===== src/rtl/mem_port_arbiter_if.sv =====
// Bundles the I-cache, D-cache and pmem line interfaces seen by mem_port_arbiter.
// The slave modport is the arbiter's view. The master modport is the caches/pmem environment.
interface mem_port_arbiter_if #(
  parameter int LINE_W = 256,
  parameter int ADDR_W = 32
);
  logic              i_read;
  logic [ADDR_W-1:0] i_addr;
  logic [LINE_W-1:0] i_rdata;
  logic              i_resp;

  logic              d_read;
  logic              d_write;
  logic [ADDR_W-1:0] d_addr;
  logic [LINE_W-1:0] d_wdata;
  logic [LINE_W-1:0] d_rdata;
  logic              d_resp;

  logic              pmem_read;
  logic              pmem_write;
  logic [ADDR_W-1:0] pmem_addr;
  logic [LINE_W-1:0] pmem_wdata;
  logic [LINE_W-1:0] pmem_rdata;
  logic              pmem_resp;

  modport slave (
    input  i_read, i_addr, d_read, d_write, d_addr, d_wdata, pmem_rdata, pmem_resp,
    output i_rdata, i_resp, d_rdata, d_resp, pmem_read, pmem_write, pmem_addr, pmem_wdata
  );

  modport master (
    output i_read, i_addr, d_read, d_write, d_addr, d_wdata, pmem_rdata, pmem_resp,
    input  i_rdata, i_resp, d_rdata, d_resp, pmem_read, pmem_write, pmem_addr, pmem_wdata
  );
endinterface


===== src/rtl/mem_port_arbiter.sv =====
// Serialises I-side line reads and D-side line reads/writes onto one pmem port.
// Optional macro ARB_ROUND_ROBIN_EN: alternate grants between sides under contention.
module mem_port_arbiter (
  input  logic               clk,
  input  logic               rst,
  mem_port_arbiter_if.slave  bus,
  output logic               arb_busy_o
);

  typedef enum logic [2:0] {IDLE, I_RD, D_RD, D_WR, DONE} state_t;

  state_t state;
  logic   d_req;
  logic   grant_d;
  logic   grant_i;

`ifdef ARB_ROUND_ROBIN_EN
  logic last_d;

  // On contention the side that did not win last time gets the port.
  always_comb begin
    d_req   = bus.d_read | bus.d_write;
    grant_d = d_req & ~(bus.i_read & last_d);
    grant_i = bus.i_read & ~grant_d;
  end
`else
  always_comb begin
    d_req   = bus.d_read | bus.d_write;
    grant_d = d_req;
    grant_i = bus.i_read & ~grant_d;
  end
`endif

  // NOTE: reset is sampled inside the clocked block (synchronous); every
  // register, including the wide rdata lines, is cleared so outputs read 0.
  // NOTE: all state uses non-blocking assignments so the case arms see the
  // pre-edge values of every register regardless of statement order.
  always_ff @(posedge clk) begin
    if (!rst) begin
      state          <= IDLE;
      arb_busy_o     <= 1'b0;
      bus.pmem_read  <= 1'b0;
      bus.pmem_write <= 1'b0;
      bus.pmem_addr  <= '0;
      bus.pmem_wdata <= '0;
      bus.i_resp     <= 1'b0;
      bus.d_resp     <= 1'b0;
      bus.i_rdata    <= '0;
      bus.d_rdata    <= '0;
`ifdef ARB_ROUND_ROBIN_EN
      last_d         <= 1'b1;
`endif
    end else begin
      case (state)
        IDLE: begin
          if (grant_d) begin
            arb_busy_o    <= 1'b1;
            bus.pmem_addr <= bus.d_addr;
`ifdef ARB_ROUND_ROBIN_EN
            last_d        <= 1'b1;
`endif
            if (bus.d_write) begin
              state          <= D_WR;
              bus.pmem_write <= 1'b1;
              bus.pmem_wdata <= bus.d_wdata;
            end else begin
              state         <= D_RD;
              bus.pmem_read <= 1'b1;
            end
          end else if (grant_i) begin
            state         <= I_RD;
            arb_busy_o    <= 1'b1;
            bus.pmem_read <= 1'b1;
            bus.pmem_addr <= bus.i_addr;
`ifdef ARB_ROUND_ROBIN_EN
            last_d        <= 1'b0;
`endif
          end
        end

        I_RD, D_RD, D_WR: begin
          if (bus.pmem_resp) begin
            state          <= DONE;
            bus.pmem_read  <= 1'b0;
            bus.pmem_write <= 1'b0;
            if (state == I_RD) begin
              bus.i_resp  <= 1'b1;
              bus.i_rdata <= bus.pmem_rdata;
            end else begin
              bus.d_resp <= 1'b1;
              if (state == D_RD) bus.d_rdata <= bus.pmem_rdata;
            end
          end
        end

        // Requests are ignored here so a requester still holding its level
        // for one cycle after resp is not granted a second time.
        DONE: begin
          state      <= IDLE;
          arb_busy_o <= 1'b0;
          bus.i_resp <= 1'b0;
          bus.d_resp <= 1'b0;
        end

        default: state <= IDLE;
      endcase
    end
  end

  a_no_dual_d_req: assert property (@(posedge clk) disable iff (!rst)
    !(bus.d_read && bus.d_write));

endmodule

===== src/flat_wrapper.sv =====
// flat-port wrapper written by rule: the top's interface ports become plain ports
module mem_port_arbiter_flat 
  (clk, rst, arb_busy_o, bus_i_read, bus_i_addr, bus_d_read, bus_d_write, bus_d_addr, bus_d_wdata, bus_pmem_rdata, bus_pmem_resp, bus_i_rdata, bus_i_resp, bus_d_rdata, bus_d_resp, bus_pmem_read, bus_pmem_write, bus_pmem_addr, bus_pmem_wdata);
  mem_port_arbiter_if bus_i ();
  input  logic clk;
  input  logic rst;
  output logic arb_busy_o;
  input wire logic [$bits(bus_i.i_read)-1:0] bus_i_read;
  input wire logic [$bits(bus_i.i_addr)-1:0] bus_i_addr;
  input wire logic [$bits(bus_i.d_read)-1:0] bus_d_read;
  input wire logic [$bits(bus_i.d_write)-1:0] bus_d_write;
  input wire logic [$bits(bus_i.d_addr)-1:0] bus_d_addr;
  input wire logic [$bits(bus_i.d_wdata)-1:0] bus_d_wdata;
  input wire logic [$bits(bus_i.pmem_rdata)-1:0] bus_pmem_rdata;
  input wire logic [$bits(bus_i.pmem_resp)-1:0] bus_pmem_resp;
  output wire logic [$bits(bus_i.i_rdata)-1:0] bus_i_rdata;
  output wire logic [$bits(bus_i.i_resp)-1:0] bus_i_resp;
  output wire logic [$bits(bus_i.d_rdata)-1:0] bus_d_rdata;
  output wire logic [$bits(bus_i.d_resp)-1:0] bus_d_resp;
  output wire logic [$bits(bus_i.pmem_read)-1:0] bus_pmem_read;
  output wire logic [$bits(bus_i.pmem_write)-1:0] bus_pmem_write;
  output wire logic [$bits(bus_i.pmem_addr)-1:0] bus_pmem_addr;
  output wire logic [$bits(bus_i.pmem_wdata)-1:0] bus_pmem_wdata;
  assign bus_i.i_read = bus_i_read;
  assign bus_i.i_addr = bus_i_addr;
  assign bus_i.d_read = bus_d_read;
  assign bus_i.d_write = bus_d_write;
  assign bus_i.d_addr = bus_d_addr;
  assign bus_i.d_wdata = bus_d_wdata;
  assign bus_i.pmem_rdata = bus_pmem_rdata;
  assign bus_i.pmem_resp = bus_pmem_resp;
  assign bus_i_rdata = bus_i.i_rdata;
  assign bus_i_resp = bus_i.i_resp;
  assign bus_d_rdata = bus_i.d_rdata;
  assign bus_d_resp = bus_i.d_resp;
  assign bus_pmem_read = bus_i.pmem_read;
  assign bus_pmem_write = bus_i.pmem_write;
  assign bus_pmem_addr = bus_i.pmem_addr;
  assign bus_pmem_wdata = bus_i.pmem_wdata;
  mem_port_arbiter u_core (.clk(clk), .rst(rst), .bus(bus_i), .arb_busy_o(arb_busy_o));
endmodule

===== config.mk =====
export PLATFORM = sky130hd
export DESIGN_NAME = mem_port_arbiter_flat
export DESIGN_NICKNAME = d
export VERILOG_FILES = /design/src/rtl/mem_port_arbiter_if.sv /design/src/rtl/mem_port_arbiter.sv /design/src/flat_wrapper.sv
export SDC_FILE = /design/constraint.sdc
export NUM_CORES = 2
export LEC_CHECK = 0
export ABC_AREA = 1
export CAP_MARGIN = 5
export CORE_AREA = 5 5 543 545
export CTS_CLUSTER_SIZE = 14
export DETAILED_ROUTE_END_ITERATION = 6
export DIE_AREA = 0 0 548 550
export PLACE_DENSITY_LB_ADDON = 0.1
export SETUP_SLACK_MARGIN = 0.1
export SYNTH_ARGS = -nofsm -noshare
export SYNTH_HDL_FRONTEND = slang
export SYNTH_SLANG_ARGS = --single-unit

===== constraint.sdc =====
create_clock -name clk -period 3.2 [get_ports clk]
set_input_delay 0.64 -clock clk [delete_from_list [all_inputs] [get_ports clk]]
set_output_delay 0.64 -clock clk [all_outputs]
set_load 0.005 [all_outputs]

==> flow_metrics.py <==
metrics = {
    "timing": {
        "relSlewSlack": 0.493,
        "fin_ws_ns": 0.520,
        "finalHoldViolations": 0,
        "drv_slew": 0,
        "rsz0062_at_grt": "false",
        "finalClockSkew_ns": 0.0466,
        "fmax_ghz": 0.373,
        "worst_slew_pin_slew_ns": 0.752,
        "setup_viol": 0,
        "fin_crit_ns": 2.68,
        "min_period_over_period": 0.838,
        "hold_slack_ns": 0.213,
        "fin_setup_tns_ns": 0,
    },
    "clock_tree": {
        "cts_made_buffers": 119,
        "post_cts_resized": 0,
        "clk_pin_slew_ns": 0.06,
        "cts.sinks": 808,
        "cts_root_buf": "clkbuf_16",
        "cts_htree_levels": 3,
        "cts_tree": "done",
        "cts_setup_buffers": 0,
        "clockBufferDepth": 4,
        "ctsHoldBuffers": 0,
        "clkLatencyLatePin_ns": 0.84,
    },
    "yosys": {
        "synth_compound_area_frac": 0.141,
        "synthAdderAreaFrac": 0,
        "yosys.area.top_type_share": 0.560,
        "syn_area_per_cell_um2": 7.84,
        "synth_nets": 4263,
        "yosysWarnings": 0,
        "seq_area_frac_synth": 0.560,
        "synth_top_family_by_area": "simple AND/OR/NAND/NOR gates",
        "syn_inst": 3681,
        "synth-edff-count": 0,
        "ys_ff_latch": 808,
        "synthMostInstantiatedCell": "dfxtp_1",
        "synthTopCellsByArea": "dfxtp_1, a21oi_1, nand3_1",
        "synth_area_um2": 28900,
        "synth_xor_area_frac": 0,
        "synth_common_cells": "dfxtp_1, nand2_1, nor2_1",
        "synth_area_leader_cell": "dfxtp_1",
        "synth_top_flop_cell": "dfxtp_1",
        "muxShareOfSynthArea": 0,
        "async_flop_share": 0,
        "synth-simple-area-share": 0.248,
        "synth.distinct_cells": 20,
    },
    "floorplan": {
        "die_h_um": 550,
        "std_cell_rows": 198,
        "io_pins": 1387,
        "die_x_um": 548,
        "initial_core_util": 0.0997,
        "die_area_um2": 301000,
        "fp.coreArea_um2": 290000,
    },
    "placed_design": {
        "post-place-ws_ns": 0.503,
        "io_buffers": 1386,
        "gp_congestion": 0.908,
        "dpl.cell_count": 8642,
        "place_hpwl_mm": 176,
    },
    "finish": {
        "seqCellArea_um2": 16200,
        "multi_input_comb_area_um2": 11300,
        "num-fill-cells": 32500,
        "finalNetCount": 5545,
        "final_util": 0.177,
        "layout.cells.non_filler": 8873,
        "drive_above_1_share": 0.0569,
        "area_growth_pct": 77.8,
    },
    "critical_path": {
        "r2r-start": "u_core.state[1]",
        "start_kind": "flip-flop",
        "end_kind": "primary output",
        "cp_max_fo": 2,
        "critPathTopFamily": "buffers and inverters",
        "crit_arrival_ns": 2.04,
        "slowest_delay_ns": 0.81,
        "crit_chain": "clkdlybuf4s50_1",
        "crit_type": "reg -> out",
        "slowest_stage": "clkdlybuf4s50_1",
        "startpoint": "u_core.bus.i_rdata[11]",
        "required_ns": 2.56,
        "path_buf_inv": 1,
    },
    "detailed_routing": {
        "vias_per_cell": 3.54,
        "antenna_left": 0,
        "wl_per_cell_um": 25.6,
        "routed_wl_mm": 227,
        "first_pass_iters": 5,
        "drt_first_iter_violations": 1633,
        "via_count": 31400,
        "remaining_drc_errors": 0,
    },
    "global_route": {
        "grt_pass1_vias": 31700,
        "use_met2": 0.240,
        "antenna_found_initial": 105,
        "grt_overflow": 0,
        "grt_pass1_wl_mm": 299,
        "grt_max_degree": 109,
        "track_usage": 0.143,
        "grtUsageMet3": 0.0643,
        "use_met1": 0.167,
        "busiest_layer": "met2",
    },
    "outcome": {
        "status": "finished, final reports clean",
    },
    "power_and_ir_drop": {
        "irDropWorstVdd_v": 0.000399,
        "power.static_leakage_nw": 17.3,
        "power_density_nw_per_um2": 716,
    },
    "min_path": {
        "hold_path.startpoint": "bus_d_write",
        "hold_class": "in -> reg",
    },
    "flow_run": {
        "max_cap_violations": 0,
    },
}
[flip-flops by register name, summed over array words and instances (netlist names), 3 cells and up]
| name | flops |
|---|---|
| u_core.bus.d_rdata | 256 |
| u_core.state | 3 |
| u_core.bus.i_rdata | 256 |
| u_core.bus.pmem_wdata | 256 |
| u_core.bus.pmem_addr | 32 |
[layer usage]
metal  vias to the layer above  wire length [µm]
met5                         -               397
met4                        64              4670
met3                       265             24800
met2                      1292            107000
met1                     15000             90000
li1                      14800                 -
[layout by cell type, fill, tap and decap left out, types with 3 or more instances in the layout]
master              n
inv_1               7
buf_12             42
o21ai_0           260
clkbuf_1           34
a21oi_1           521
diode_2            26
bufinv_16           6
inv_8               3
o21ai_1            29
dfxtp_1           808
nor2_1            578
clkbuf_8           29
clkbuf_16         121
nand3_1           514
buf_4              59
clkinv_2           11
nor2_4              3
clkdlybuf4s50_1  1384
nand2_1           625
[cell type report]
| type | instances | area share |
|---|---|---|
| well taps | 3800 | 0.0927 |
| flip-flops and latches | 808 | 0.315 |
| inverters | 11 | 0.00124 |
| clock inverters | 21 | 0.00549 |
| clock buffers | 184 | 0.0693 |
| multi-input cells | 2536 | 0.219 |
| diodes | 26 | 0.00127 |
| repair buffers | 1487 | 0.296 |
[worst register-to-register path: stages (launching register included)]
cell	delay [ns]
dfxtp_1	0.64
nand3_4	0.19
buf_12	0.20
buf_4	0.28
o21ai_0	0.56
nor2_1	0.07
[report_power, final]
part / switching (W) / leakage [nW] / total [W] / internal (W)
clock: 0.00532 / 1.89 / 0.0133 / 0.00802
sequential: 0.000913 / 6.59 / 0.0125 / 0.0116
combinational: 0.00620 / 8.78 / 0.0109 / 0.00473
total: 0.0124 / 17.3 / 0.0368 / 0.0243
[through the flow]
stage	area [µm²]	total power, W
2_1_floorplan	28900	0.0167
3_3_place_gp	47400	0.0240
3_5_place_dp	47400	0.0240
4_1_cts	51200	0.0378
5_1_grt	51300	0.0389
6_report	51300	0.0368
[cell families (layout without fill, tap and decap cells)]
family                 after synthesis  in the layout
AOI/OAI and AO/OA                  811            811
buffers and inverters              337           1703
DFF                                808            808
other                                0             26
and+or+nand+nor                   1725           1725
[path summary, 6_finish.rpt]
path	slack (ns)	cells after the start	to
worst max register to register	1.11	5	u_core.bus.d_rdata[187]
worst min-delay path	0.21	3	u_core.bus.pmem_wdata[224]
worst min register to register	0.45	2	u_core.arb_busy_o
worst max-delay path	0.52	1	bus_i_rdata[11]
Note: power is estimated with default switching activity, not from simulation.
